$ cat config.mk
export PLATFORM = sky130hd
export DESIGN_NAME = instr_program_writer
export DESIGN_NICKNAME = d
export VERILOG_FILES = /design/src/rtl/instr_pkg.sv /design/src/rtl/instr_encode.sv /design/src/rtl/instr_program_writer.sv
export SDC_FILE = /design/constraint.sdc
export NUM_CORES = 1
export LEC_CHECK = 0
export ABC_CLOCK_PERIOD_IN_PS = 5800
export CAP_MARGIN = 5
export CORE_ASPECT_RATIO = 0.9
export CORE_MARGIN = 3
export CORE_UTILIZATION = 48
export CTS_BUF_LIST = sky130_fd_sc_hd__clkbuf_16
export DETAILED_ROUTE_END_ITERATION = 10
export GPL_TIMING_DRIVEN = 0
export PLACE_DENSITY = 0.76
export SLEW_MARGIN = 5
export SYNTH_ARGS = -nofsm -noshare
export SYNTH_HDL_FRONTEND = slang
export SYNTH_SLANG_ARGS = --single-unit
$ cat constraint.sdc
create_clock -name clk -period 5.8 [get_ports clk]
set_input_delay 1.16 -clock clk [delete_from_list [all_inputs] [get_ports clk]]
set_output_delay 1.16 -clock clk [all_outputs]
set_load 0.05 [all_outputs]
$ cat src/rtl/instr_pkg.sv
// Shared opcode constants, op enum and word field positions for the program writer.
// Latency: n/a (declarations only).
// Backpressure: n/a.
package instr_pkg;

  // Operation selector carried on in_op; codes 10..15 are illegal.
  typedef enum logic [3:0] {
    OP_COPY  = 4'd0,
    OP_FILL  = 4'd1,
    OP_EMPTY = 4'd2,
    OP_LDI   = 4'd3,
    OP_ADD   = 4'd4,
    OP_SUB   = 4'd5,
    OP_DIV   = 4'd6,
    OP_MUL   = 4'd7,
    OP_SHL   = 4'd8,
    OP_SHR   = 4'd9
  } op_e;

  localparam logic [16:0] OPC_COPY  = 17'b10000000010101010;
  localparam logic [16:0] OPC_FILL  = 17'b10000001101010101;
  localparam logic [16:0] OPC_EMPTY = 17'b10000010011011011;
  localparam logic [16:0] OPC_LDI   = 17'b10000011111111111;
  localparam logic [16:0] OPC_ADD   = 17'b10000101101111100;
  localparam logic [16:0] OPC_SUB   = 17'b10001011010101010;
  localparam logic [16:0] OPC_DIV   = 17'b10000111000000001;
  localparam logic [16:0] OPC_MUL   = 17'b10001000101111011;
  localparam logic [16:0] OPC_SHL   = 17'b10001001011110110;
  localparam logic [16:0] OPC_SHR   = 17'b10001010101110111;

  // Field positions inside a 32-bit program word.
  localparam int OPC_MSB = 31;
  localparam int OPC_LSB = 15;
  localparam int A_MSB   = 14;
  localparam int A_LSB   = 10;
  localparam int B_MSB   = 9;
  localparam int B_LSB   = 5;

  // Pack opcode and operands into a word; the low 5 bits are always zero.
  function automatic logic [31:0] pack_word(input logic [16:0] opc,
                                            input logic [4:0]  a,
                                            input logic [4:0]  b);
    logic [31:0] w;
    w                  = '0;
    w[OPC_MSB:OPC_LSB] = opc;
    w[A_MSB:A_LSB]     = a;
    w[B_MSB:B_LSB]     = b;
    return w;
  endfunction

  // Recover the 17-bit opcode field from a stored word.
  function automatic logic [16:0] word_opcode(input logic [31:0] w);
    return w[OPC_MSB:OPC_LSB];
  endfunction

endpackage

$ cat src/rtl/instr_encode.sv
// Combinational encoder: op/a/b tuple to 32-bit program word plus illegal-op flag.
// Latency: 0 cycles (pure combinational).
// Backpressure: none; output follows inputs every cycle.
module instr_encode
  import instr_pkg::*;
(
  input  logic [3:0]  i_op,
  input  logic [4:0]  i_a,
  input  logic [4:0]  i_b,
  output logic [31:0] o_word,
  output logic        o_illegal
);

  logic [16:0] w_opc;

  // Map the op code onto its 17-bit opcode; anything outside 0..9 is flagged.
  always_comb begin
    w_opc     = '0;
    o_illegal = 1'b0;
    case (i_op)
      OP_COPY:  w_opc = OPC_COPY;
      OP_FILL:  w_opc = OPC_FILL;
      OP_EMPTY: w_opc = OPC_EMPTY;
      OP_LDI:   w_opc = OPC_LDI;
      OP_ADD:   w_opc = OPC_ADD;
      OP_SUB:   w_opc = OPC_SUB;
      OP_DIV:   w_opc = OPC_DIV;
      OP_MUL:   w_opc = OPC_MUL;
      OP_SHL:   w_opc = OPC_SHL;
      OP_SHR:   w_opc = OPC_SHR;
      default:  o_illegal = 1'b1;
    endcase
  end

  assign o_word = pack_word(w_opc, i_a, i_b);

endmodule

$ cat src/rtl/instr_program_writer.sv
// Loads a stream of instruction tuples into a 32-entry program memory with a registered read port.
// Latency: tuple written on the accepting edge; rd_data valid one cycle after rd_addr.
// Backpressure: in_ready low outside LOAD and once the memory is full.
module instr_program_writer
  import instr_pkg::*;
#(
  parameter int DEPTH = 32
) (
  input  logic        clk,
  input  logic        reset_n,
  input  logic        start,
  input  logic        in_valid,
  output logic        in_ready,
  input  logic [3:0]  in_op,
  input  logic [4:0]  in_a,
  input  logic [4:0]  in_b,
  input  logic        in_last,
  input  logic [4:0]  rd_addr,
  output logic [31:0] rd_data,
  output logic [5:0]  prog_len,
  output logic        done,
  output logic        err_illegal
);

  typedef enum logic [1:0] {
    ST_IDLE = 2'd0,
    ST_LOAD = 2'd1,
    ST_DONE = 2'd2
  } state_e;

  localparam logic [5:0] FULL_CNT = 6'(DEPTH);
  localparam logic [5:0] LAST_IDX = 6'(DEPTH - 1);

  state_e      r_state;
  state_e      w_state_nxt;
  logic [5:0]  r_wr_ptr;
  logic        r_err;
  logic [31:0] r_rd_data;
  logic [31:0] r_mem [0:DEPTH-1];

  logic [31:0] w_word;
  logic        w_illegal;
  logic        w_in_ready;
  logic        w_clear;
  logic        w_wr;
  logic        w_set_err;

  instr_encode u_encode (
    .i_op      (in_op),
    .i_a       (in_a),
    .i_b       (in_b),
    .o_word    (w_word),
    .o_illegal (w_illegal)
  );

  // State register.
  always_ff @(posedge clk or negedge reset_n) begin
    if (!reset_n) r_state <= ST_IDLE;
    else          r_state <= w_state_nxt;
  end

  // Next state and per-cycle control; start always wins over a presented tuple.
  always_comb begin
    w_state_nxt = r_state;
    w_in_ready  = 1'b0;
    w_clear     = 1'b0;
    w_wr        = 1'b0;
    w_set_err   = 1'b0;
    case (r_state)
      ST_IDLE: begin
        if (start) begin
          w_clear     = 1'b1;
          w_state_nxt = ST_LOAD;
        end
      end
      ST_LOAD: begin
        w_in_ready = (r_wr_ptr < FULL_CNT);
        if (start) begin
          w_clear = 1'b1;
        end else if (in_valid && w_in_ready) begin
          if (w_illegal) w_set_err = 1'b1;
          else           w_wr      = 1'b1;
          // The write into the last free slot ends the load on its own.
          if (in_last || (!w_illegal && r_wr_ptr == LAST_IDX))
            w_state_nxt = ST_DONE;
        end
      end
      ST_DONE: begin
        if (start) begin
          w_clear     = 1'b1;
          w_state_nxt = ST_LOAD;
        end
      end
      default: w_state_nxt = ST_IDLE;
    endcase
  end

  // Write pointer (doubles as program length), sticky error and registered read data.
  always_ff @(posedge clk or negedge reset_n) begin
    if (!reset_n) begin
      r_wr_ptr  <= '0;
      r_err     <= 1'b0;
      r_rd_data <= '0;
    end else begin
      r_rd_data <= r_mem[rd_addr];
      if (w_clear) begin
        r_wr_ptr <= '0;
        r_err    <= 1'b0;
      end else begin
        if (w_wr)      r_wr_ptr <= r_wr_ptr + 6'd1;
        if (w_set_err) r_err    <= 1'b1;
      end
    end
  end

  // Program memory is never reset so a reader can still see the last program.
  always_ff @(posedge clk) begin
    if (w_wr) r_mem[r_wr_ptr[4:0]] <= w_word;
  end

  assign in_ready    = w_in_ready;
  assign rd_data     = r_rd_data;
  assign prog_len    = r_wr_ptr;
  assign done        = (r_state == ST_DONE);
  assign err_illegal = r_err;

endmodule

==> results.json, run 1 <==
{
  "num_antenna_cells": 0,
  "num_io_pins": 65,
  "synth_ff_type": "edfxtp_1",
  "rrSetupSlack_ns": 2.61,
  "critPathTopFamily": "simple AND/OR/NAND/NOR gates",
  "power_density_mw_per_mm2": 337,
  "clkLatencyLatePin_ns": 0.61,
  "path_class": "in2reg",
  "clk_pin_slew_worst_paths_ns": 0.06,
  "power.share.switching_pct": 22.2,
  "htreeDepth": 3,
  "cts.root.buffer_cell": "clkbuf_16",
  "hp-class": "in2async",
  "synth_top_area_share_pct": 73.8,
  "seq_power_share_pct": 52.5,
  "yosysSeqAreaShare_pct": 76.5,
  "floorplan.initialDensity_pct": 48.7,
  "netlist_area_mm2": 0.0299,
  "setup-violations-final": 0,
  "layout-drive-gt1-share_pct": 13.0,
  "ys_ff_latch": 768,
  "dpl.hpwl_um": 48700,
  "fill_cells": 4490,
  "regToRegStartpoint": "r_state[1]$_DFFE_PN0P_",
  "async_flop_share_pct": 4.17,
  "drt_pass1_iterations": 6,
  "critPathLaunchType": "primary input",
  "avgRoutedWirePerCell_um": 26.8,
  "cp-end-kind": "register",
  "synthTopCellsByArea": "edfxtp_1, mux2i_1, dfrtp_1, a22oi_1, a22o_1",
  "outcome": "finished clean",
  "tightest_slew_ns": 1.38,
  "ctsLongestPathBuffers": 3,
  "power_frac_comb_pct": 6.9,
  "routed_wl_um": 74400,
  "grt_pass1_vias": 16500,
  "r2r-end": "r_mem[25][10]$_DFFE_PP_",
  "report.final.slew_viol_count": 0,
  "via_count": 16600,
  "dr.first_iter.drc_count": 2096,
  "antenna_found_initial": 2,
  "postCtsSetupRepairBufs": 0,
  "leakage_nw": 12.1,
  "grt_overflow": 0,
  "ctsResizeCount": 0,
  "place.gp.congestion": 0.861,
  "grt_pass1_wl_um": 108000,
  "p_switching_w": 0.00259,
  "min_period_ns": 4.26,
  "vias_per_cell": 5.98,
  "rsz0062_at_grt": "no",
  "hold_violations": 0,
  "min_period_over_period_pct": 73.4,
  "area_delta_synth_final_pct": 15.9,
  "io_buffers": 52,
  "cts.sink_count": 768,
  "cts_tree": "yes",
  "cp_slowest_cell": "nor2_2",
  "clkPwrFrac_pct": 40.6,
  "fmax_mhz": 235,
  "grt_max_degree": 35,
  "cts_hold_buffers": 0,
  "drv_cap": 0,
  "post_dp_cell_area_mm2": 0.0323,
  "core_area_mm2": 0.0614,
  "finalInstanceArea_mm2": 0.0347,
  "track_usage_pct": 22.4,
  "cp_data_arrival_time_ns": 4.57,
  "critPathMaxFanout": 13,
  "p_total_w": 0.0117,
  "synth-warning-count": 0,
  "die_h_um": 243,
  "syn_inst": 1719,
  "reg2reg_depth": 5,
  "fin_nets": 1913,
  "relSlewSlack_pct": 7.86,
  "worstPathCellList": "clkdlybuf4s50_1 -> o21a_1 -> nor4_4 -> nand2_1 -> nor2_2 -> buf_8",
  "cts_buffers": 76,
  "clock_skew_ns": 0.0207,
  "ir_drop_mv": 0.277,
  "p_int_w": 0.00910,
  "critPathMaxStageDelay_ns": 0.81,
  "yosys.area.top_type": "edfxtp_1",
  "rows": 86,
  "worstPathRequired_ns": 6.11,
  "synth_edf_count": 736,
  "die_width_um": 269,
  "synthDistinctLibCells": 43,
  "dieArea_mm2": 0.0654,
  "crit_buf_inv": 2,
  "drc": 0,
  "ant_nets": 0,
  "syn_avg_cell_area_um2": 17.4
}
-- worst max-delay path by stage --
stage,to,start,cells past startpoint
4_1_cts,r_mem[2][6]$_DFFE_PP_,in_op[1],6
2_1_floorplan,r_mem[0][12]$_DFFE_PP_,in_op[0],4
3_5_place_dp,r_mem[25][9]$_DFFE_PP_,in_op[1],6
6_report,r_mem[25][10]$_DFFE_PP_,in_op[1],6
3_3_place_gp,r_mem[29][12]$_DFFE_PP_,in_op[2],5
5_1_grt,r_mem[2][6]$_DFFE_PP_,in_op[1],6
-- cells by family after synthesis --
kind of cell / after synthesis / share of synthesized area (%)
compound gates: 231 / 5.41
xor+xnor: 5 / 0.146
fa+ha+maj: 4 / 0.167
buf+inv: 116 / 1.88
flops: 768 / 76.5
mux: 368 / 12.3
other cells: 1 / 0.0125
simple gates: 226 / 3.61
-- stage by stage --
stage | TNS, ns | util [%] | instances | hold WS, ns | worst slack [ns]
after floorplan | 0 | - | 1726 | 0.543 | 1.18
after global placement | -132.10 | 51.3 | 2614 | 0.469 | -2.82
after detailed placement | 0 | 52.6 | 2643 | 0.503 | 0.917
after CTS | 0 | 56.5 | 2778 | 0.365 | 1.58
after global routing | 0 | 56.5 | 2778 | 0.373 | 1.44
final | 0 | 56.5 | 2778 | 0.383 | 1.54
-- layout by cell type, fill, tap and decap left out, types with 3 or more instances in the layout --
master / count
ha_1: 4
buf_1: 7
clkbuf_1: 45
buf_4: 23
nand3b_1: 3
clkinv_2: 15
edfxtp_1: 736
mux2i_1: 368
inv_1: 16
o21ai_0: 3
xnor2_1: 3
a31oi_1: 27
clkdlybuf4s50_1: 46
a21oi_1: 48
buf_8: 17
nand4_1: 24
bufinv_16: 6
a22o_1: 46
clkinv_1: 16
nor2_4: 12
clkbuf_16: 79
nor3_1: 24
nor2_1: 19
buf_16: 8
dfrtp_1: 32
nand2b_1: 4
clkinvlp_4: 6
conb_1: 8
a22oi_1: 92
nand2_1: 59
nor2b_1: 3
nor2_2: 19
nand3_1: 47
buf_2: 42
o21ai_4: 3
-- flip-flops by register name, summed over array words and instances (netlist names) --
| name | count |
|---|---|
| r_state | 2 |
| err_illegal | 1 |
| rd_data | 23 |
| prog_len | 6 |
| r_mem | 736 |
-- metal layers --
| metal | vias to the layer above | global-route usage (%) | wire length, µm |
|---|---|---|---|
| li1 | 7130 | - | - |
| met1 | 8451 | 30.1 | 28900 |
| met2 | 887 | 37.0 | 36200 |
| met3 | 143 | 4.52 | 7030 |
| met4 | 2 | 7.16 | 2320 |
| met5 | - | 0 | 13 |
-- area by class of cell --
| class | count | area (µm²) | share of cell area [%] |
|---|---|---|---|
| plain buffers | 110 | 541 | 1.56 |
| clock buffers | 79 | 1980 | 5.70 |
| clock inverters | 56 | 424 | 1.22 |
| inverters | 6 | 22.5 | 0.0649 |
| multi-input cells | 842 | 6760 | 19.5 |
| flip-flops and latches | 768 | 22900 | 66.0 |
| well taps | 836 | 1050 | 3.01 |
| repair buffers | 81 | 1020 | 2.95 |
-- Yosys cell counts, drive strengths merged, types with 2 or more instances --
| master | number |
|---|---|
| a21oi | 50 |
| a22o | 46 |
| a22oi | 92 |
| a31oi | 27 |
| and2 | 2 |
| and3 | 2 |
| buf | 65 |
| clkbuf | 45 |
| dfrtp | 32 |
| edfxtp | 736 |
| ha | 4 |
| inv | 5 |
| mux2i | 368 |
| nand2 | 60 |
| nand2b | 4 |
| nand3 | 47 |
| nand3b | 3 |
| nand4 | 24 |
| nor2 | 50 |
| nor2b | 3 |
| nor3 | 25 |
| o21a | 2 |
| o21ai | 6 |
| o22ai | 2 |
| or3b | 2 |
| xnor2 | 3 |
| xor2 | 2 |
-- power groups by stage --
stage / registers, W / clock network [W] / logic [W]
floorplan: 0.00634 / 0 / 0.000360
global placement: 0.00627 / 0 / 0.000733
detailed placement: 0.00627 / 0 / 0.000793
CTS: 0.00615 / 0.00479 / 0.000798
global route: 0.00615 / 0.00503 / 0.000836
finish: 0.00615 / 0.00475 / 0.000805
No activity file was read; power rests on OpenSTA's default activity.
==> run 2, diff against run 1 <==
--- a/config.mk
+++ b/config.mk
@@ -5,7 +5,7 @@
 export SDC_FILE = /design/constraint.sdc
 export NUM_CORES = 1
 export LEC_CHECK = 0
-export ABC_CLOCK_PERIOD_IN_PS = 5800
+export ABC_CLOCK_PERIOD_IN_PS = 4100
 export CAP_MARGIN = 5
 export CORE_ASPECT_RATIO = 0.9
 export CORE_MARGIN = 3
==> constraint.sdc (replaced) <==
create_clock -name clk -period 4.1 [get_ports clk]
set_input_delay 0.82 -clock clk [delete_from_list [all_inputs] [get_ports clk]]
set_output_delay 0.82 -clock clk [all_outputs]
set_load 0.05 [all_outputs]
==> run 2 against run 1 <==
  * Clock-buffer cell count is 1 lower
  * Non-clock buffer count stayed put
  * Clock power is 35% higher
  * Critical path depth stayed put
  * Worst setup slack worse by 1.3 ns
  * Combinational power is 40% higher
  * Clock skew is 0.0015 ns lower
  * Sequential power is 41% higher
  * Wire length is 1.5% lower
  * Via count hardly changed
==> results.json, run 2 (synthesis gave the netlist of run 1 again) <==
{
  "outcome": "finished clean",
  "critPathMaxStageDelay_ns": 0.90,
  "drt_pass1_iterations": 6,
  "final.setup.worst_slack_ns": 0.285,
  "cts_buffers": 75,
  "clk_pin_slew_worst_paths_ns": 0.07,
  "tns_ns": 0,
  "layout_commonest_cell": "edfxtp_1",
  "grt_max_degree": 35,
  "rsz0062_at_grt": "no",
  "avgRoutedWirePerCell_um": 26.4,
  "final_cell_mix": "edfxtp_1, mux2i_1, a22oi_1",
  "worstPathRequired_ns": 4.41,
  "postCtsSetupRepairBufs": 0,
  "cp_data_arrival_time_ns": 4.13,
  "fmax_mhz": 262,
  "cts.sink_count": 768,
  "cts_tree": "yes",
  "area_delta_synth_final_pct": 15.4,
  "routed_wl_um": 73300,
  "hp-class": "in2async",
  "ctsResizeCount": 0,
  "place.gp.congestion": 0.881,
  "tightest_slew_ns": 1.34,
  "crit_buf_inv": 2,
  "htreeDepth": 3,
  "critPathLaunchType": "primary input",
  "power_density_mw_per_mm2": 470,
  "largest_reg_flops": 736,
  "worstPathCellList": "clkdlybuf4s50_1 -> o21a_1 -> nor4_4 -> nand2_1 -> nor2_2 -> buf_8",
  "multi_input_area_mm2": 0.00676,
  "hold_violations": 0,
  "num_io_pins": 65,
  "floorplan.initialDensity_pct": 48.7,
  "io_buffers": 52,
  "p_total_w": 0.0162,
  "min_period_over_period_pct": 93.0,
  "report.final.slew_viol_count": 0,
  "fin_nets": 1912,
  "grt_overflow": 0,
  "drc": 0,
  "grt_pass1_wl_um": 107000,
  "via_count": 16600,
  "cts_hold_buffers": 0,
  "relSlewSlack_pct": 10.1,
  "path_class": "in2reg",
  "track_usage_pct": 22.1,
  "layout-drive-gt1-share_pct": 12.4,
  "dpl.hpwl_um": 47200,
  "min_period_ns": 3.81,
  "ff_latch_area_mm2": 0.0229,
  "vias_per_cell": 5.99,
  "clkLatencyLatePin_ns": 0.62,
  "grt_pass1_vias": 16500,
  "die_width_um": 269,
  "place_ws_ns": -0.385,
  "num_antenna_cells": 0,
  "antenna_found_initial": 6,
  "ir_drop_mv": 0.355,
  "cp_slowest_cell": "nor2_2",
  "dieArea_mm2": 0.0654,
  "core_area_mm2": 0.0614,
  "ctsLongestPathBuffers": 3,
  "dr.first_iter.drc_count": 1979,
  "die_h_um": 243,
  "drv_cap": 0,
  "cp-end-kind": "register",
  "ant_nets": 0,
  "rows": 86,
  "critPathMaxFanout": 13,
  "fill_cells": 4541,
  "critPathTopFamily": "simple AND/OR/NAND/NOR gates",
  "setup-violations-final": 0,
  "leakage_nw": 12.1,
  "clock_skew_ns": 0.0192,
  "cts.root.buffer_cell": "clkbuf_16"
}
==> run 2: changes by cell type in the layout (fill, tap and decap cells not counted), sizes merged <==
cell	before	now
buf	100	103
bufinv	6	2
clkinv	32	30
inv	18	28
clkdlybuf4s50	46	43
clkinvlp	6	1
clkbuf	124	123
==> run 2: final timing paths <==
path                                            to  depth (start not counted)                     from  slack [ns]
max in group asynchronous    rd_data[18]$_DFF_PN0_                          2                  reset_n        3.59
min reg2reg                err_illegal$_DFFE_PN0P_                          2  err_illegal$_DFFE_PN0P_        0.49
max reg2reg                 r_mem[14][5]$_DFFE_PP_                          5   r_state[1]$_DFFE_PN0P_        0.85
min in group clk           err_illegal$_DFFE_PN0P_                          2  err_illegal$_DFFE_PN0P_        0.49
min                         r_state[1]$_DFFE_PN0P_                          1                  reset_n        0.03
max                         r_mem[14][5]$_DFFE_PP_                          6                 in_op[1]        0.29
==> run 2: per-layer routing <==
layer | share of wire (%) | vias up | routed length (µm) | GRT usage (%)
li1 | - | 7127 | - | -
met4 | 3.5 | 4 | 2540 | 7.64
met2 | 47 | 914 | 34500 | 35.2
met1 | 39 | 8419 | 28500 | 29.9
met3 | 10 | 158 | 7690 | 5.70
met5 | 0.037 | - | 27 | 0
==> run 2: stage by stage <==
stage | cells | instance area [µm²] | hold slack, ns | util [%]
after CTS | 2775 | 34600 | 0.00404 | 56.3
after floorplan | 1726 | 30000 | 0.524 | -
after global placement | 2614 | 31500 | 0.470 | 51.3
after global routing | 2776 | 34600 | 0.0151 | 56.2
after detailed placement | 2642 | 32300 | 0.473 | 52.6
final | 2776 | 34600 | 0.0304 | 56.2
==> run 2: cell type report <==
| type | count | area share (%) |
|---|---|---|
| flip-flops and latches | 768 | 66.3 |
| inverters | 6 | 0.0652 |
| clock inverters | 55 | 0.916 |
| clock buffers | 78 | 5.65 |
| multi-input cells | 842 | 19.6 |
| plain buffers | 110 | 1.56 |
| well taps | 836 | 3.03 |
| repair buffers | 81 | 2.93 |
==> run 2: power breakdown <==
part	total (W)	internal, W	switching (W)
logic	0.00113	0.000336	0.000795
registers	0.00869	0.00868	0.0000153
clock network	0.00640	0.00357	0.00284
==> run 3, diff against run 2 <==
--- a/config.mk
+++ b/config.mk
@@ -13,8 +13,8 @@
 export CTS_BUF_LIST = sky130_fd_sc_hd__clkbuf_16
 export DETAILED_ROUTE_END_ITERATION = 10
 export GPL_TIMING_DRIVEN = 0
+export HOLD_SLACK_MARGIN = 0.03
 export PLACE_DENSITY = 0.76
-export SLEW_MARGIN = 5
 export SYNTH_ARGS = -nofsm -noshare
 export SYNTH_HDL_FRONTEND = slang
 export SYNTH_SLANG_ARGS = --single-unit
==> run 3 against run 2 <==
  * Sequential power about the same
  * Global-route usage increased by 0.052 points
  * Critical path depth unchanged
  * Clock power is 5.5% higher
  * Combinational power about the same
  * Clock skew grew 0.00056 ns
  * Largest power group unchanged
  * First-iteration DRC count up 6.7%
  * Core utilization up 0.68 points
  * Total power increased by 2.2%
==> results.json, run 3 (synthesis gave the netlist of run 1 again) <==
{
  "power_density_mw_per_mm2": 474,
  "via_count": 16700,
  "post_dp_cell_area_mm2": 0.0325,
  "fmax_mhz": 263,
  "regToRegStartpoint": "r_state[1]$_DFFE_PN0P_",
  "grt_overflow": 0,
  "power_frac_comb_pct": 6.9,
  "final_cell_mix": "edfxtp_1, mux2i_1, a22oi_1",
  "clk_pin_slew_worst_paths_ns": 0.06,
  "track_usage_pct": 22.2,
  "grt_pass1_wl_um": 107000,
  "final_util_pct": 56.9,
  "ctsResizeCount": 0,
  "dpl.hpwl_um": 48600,
  "grt_max_degree": 35,
  "setup-violations-final": 0,
  "p_switching_w": 0.00368,
  "leakage_nw": 12.3,
  "clock_skew_ns": 0.0198,
  "critPathLaunchType": "primary input",
  "clkLatencyLatePin_ns": 0.63,
  "place_ws_ns": -0.304,
  "routed_wl_um": 74100,
  "min_period_ns": 3.81,
  "die_h_um": 243,
  "rows": 86,
  "fin_nets": 1929,
  "ctsLongestPathBuffers": 3,
  "area_delta_synth_final_pct": 16.8,
  "cts.sink_count": 768,
  "path_class": "in2reg",
  "num_antenna_cells": 0,
  "startpoint": "in_op[1]",
  "report.final.slew_viol_count": 0,
  "cp_data_arrival_time_ns": 4.13,
  "cts_tree": "yes",
  "relSlewSlack_pct": 13.2,
  "htreeDepth": 3,
  "drt_pass1_iterations": 8,
  "finalInstanceArea_mm2": 0.0350,
  "num_io_pins": 65,
  "seq_power_share_pct": 52.4,
  "dr.first_iter.drc_count": 2111,
  "clkPwrFrac_pct": 40.7,
  "ant_nets": 0,
  "layout_commonest_cell": "edfxtp_1",
  "die_width_um": 269,
  "floorplan.initialDensity_pct": 48.7,
  "cts_buffers": 75,
  "avgRoutedWirePerCell_um": 26.5,
  "p_int_w": 0.0129,
  "placedCellCount": 2653,
  "power.share.switching_pct": 22.2,
  "vias_per_cell": 5.97,
  "dieArea_mm2": 0.0654,
  "critPathMaxFanout": 13,
  "drv_cap": 0,
  "instances_no_fill": 2794,
  "drc": 0,
  "largest_reg_flops": 736,
  "ir_drop_mv": 0.381,
  "tightest_slew_ns": 1.30,
  "final.setup.worst_slack_ns": 0.294,
  "min_period_over_period_pct": 92.8,
  "cp-end-kind": "register",
  "hp-class": "reg2reg",
  "grt_pass1_vias": 16500,
  "rsz0062_at_grt": "no",
  "io_buffers": 52,
  "antenna_found_initial": 7,
  "place.gp.congestion": 0.881,
  "hold_violations": 0,
  "hold_ws_ns": 0.513,
  "holdCritStartpoint": "err_illegal$_DFFE_PN0P_",
  "outcome": "finished clean",
  "worstPathRequired_ns": 4.42,
  "layout-drive-gt1-share_pct": 13.2,
  "core_area_mm2": 0.0614,
  "cts.root.buffer_cell": "clkbuf_16"
}
[run 3: changes by cell type in the layout (fill, tap and decap cells not counted), moves of 4 or more]
cell / before / now
buf_2: 45 / 39
bufinv_16: 2 / 8
buf_16: 7 / 13
nor2_2: 18 / 29
clkdlybuf4s50_1: 43 / 48
inv_1: 24 / 20
nor2_4: 13 / 2
buf_8: 19 / 29
[run 3: critical path, stage by stage]
cell and delay [ns]:
clkdlybuf4s50_1 0.63, o21a_1 0.36, nor4_4 0.55, nand2_1 0.60, nor2_2 0.89, buf_8 0.25
[run 3: area by class of cell]
cell class                      instances  area, µm²
Buffer                                110        541
Clock buffer                           76       1900
Clock inverter                         58        494
Fill cell                            4526      26500
Inverter                                6       22.5
Multi-Input combinational cell        842       6700
Sequential cell                       768      22900
Tap cell                              836       1050
Timing Repair Buffer                   98       1370
[run 3: final timing paths]
path | end | slack [ns] | cells after the start
worst min-delay path | err_illegal$_DFFE_PN0P_ | 0.51 | 2
worst max-delay path | r_mem[12][12]$_DFFE_PP_ | 0.29 | 6
min in group asynchronous | err_illegal$_DFFE_PN0P_ | 0.53 | 2
max in group asynchronous | rd_data[25]$_DFF_PN0_ | 3.13 | 3
worst min register to register | err_illegal$_DFFE_PN0P_ | 0.51 | 2
worst max register to register | r_mem[12][12]$_DFFE_PP_ | 0.90 | 5
[run 3: routing by layer]
layer  wire length [µm]  track usage [%]
met5                 13                0
met4               2440             7.88
met3               7220             5.00
met2              35200             35.7
met1              29200             30.0
[run 3: metrics by stage]
step,setup TNS (ns),total power (W)
after global routing,0,0.0170
final,0,0.0166
after CTS,0,0.0166
after detailed placement,-58.87,0.00998
after global placement,-880.99,0.00991
after floorplan,0,0.00948
[run 3: power by group through the flow]
stage / logic (W) / registers [W] / clock network (W)
final: 0.00115 / 0.00869 / 0.00675
after floorplan: 0.000509 / 0.00897 / 0
after detailed placement: 0.00112 / 0.00886 / 0
after global routing: 0.00120 / 0.00869 / 0.00711
after global placement: 0.00104 / 0.00887 / 0
after CTS: 0.00112 / 0.00870 / 0.00678
[run 3: timing repair]
action,CTS,global route
endpoints found under the hold margin,2,0
buffers inserted,0,0
hold buffers,1,0
endpoints found under the setup margin,0,0
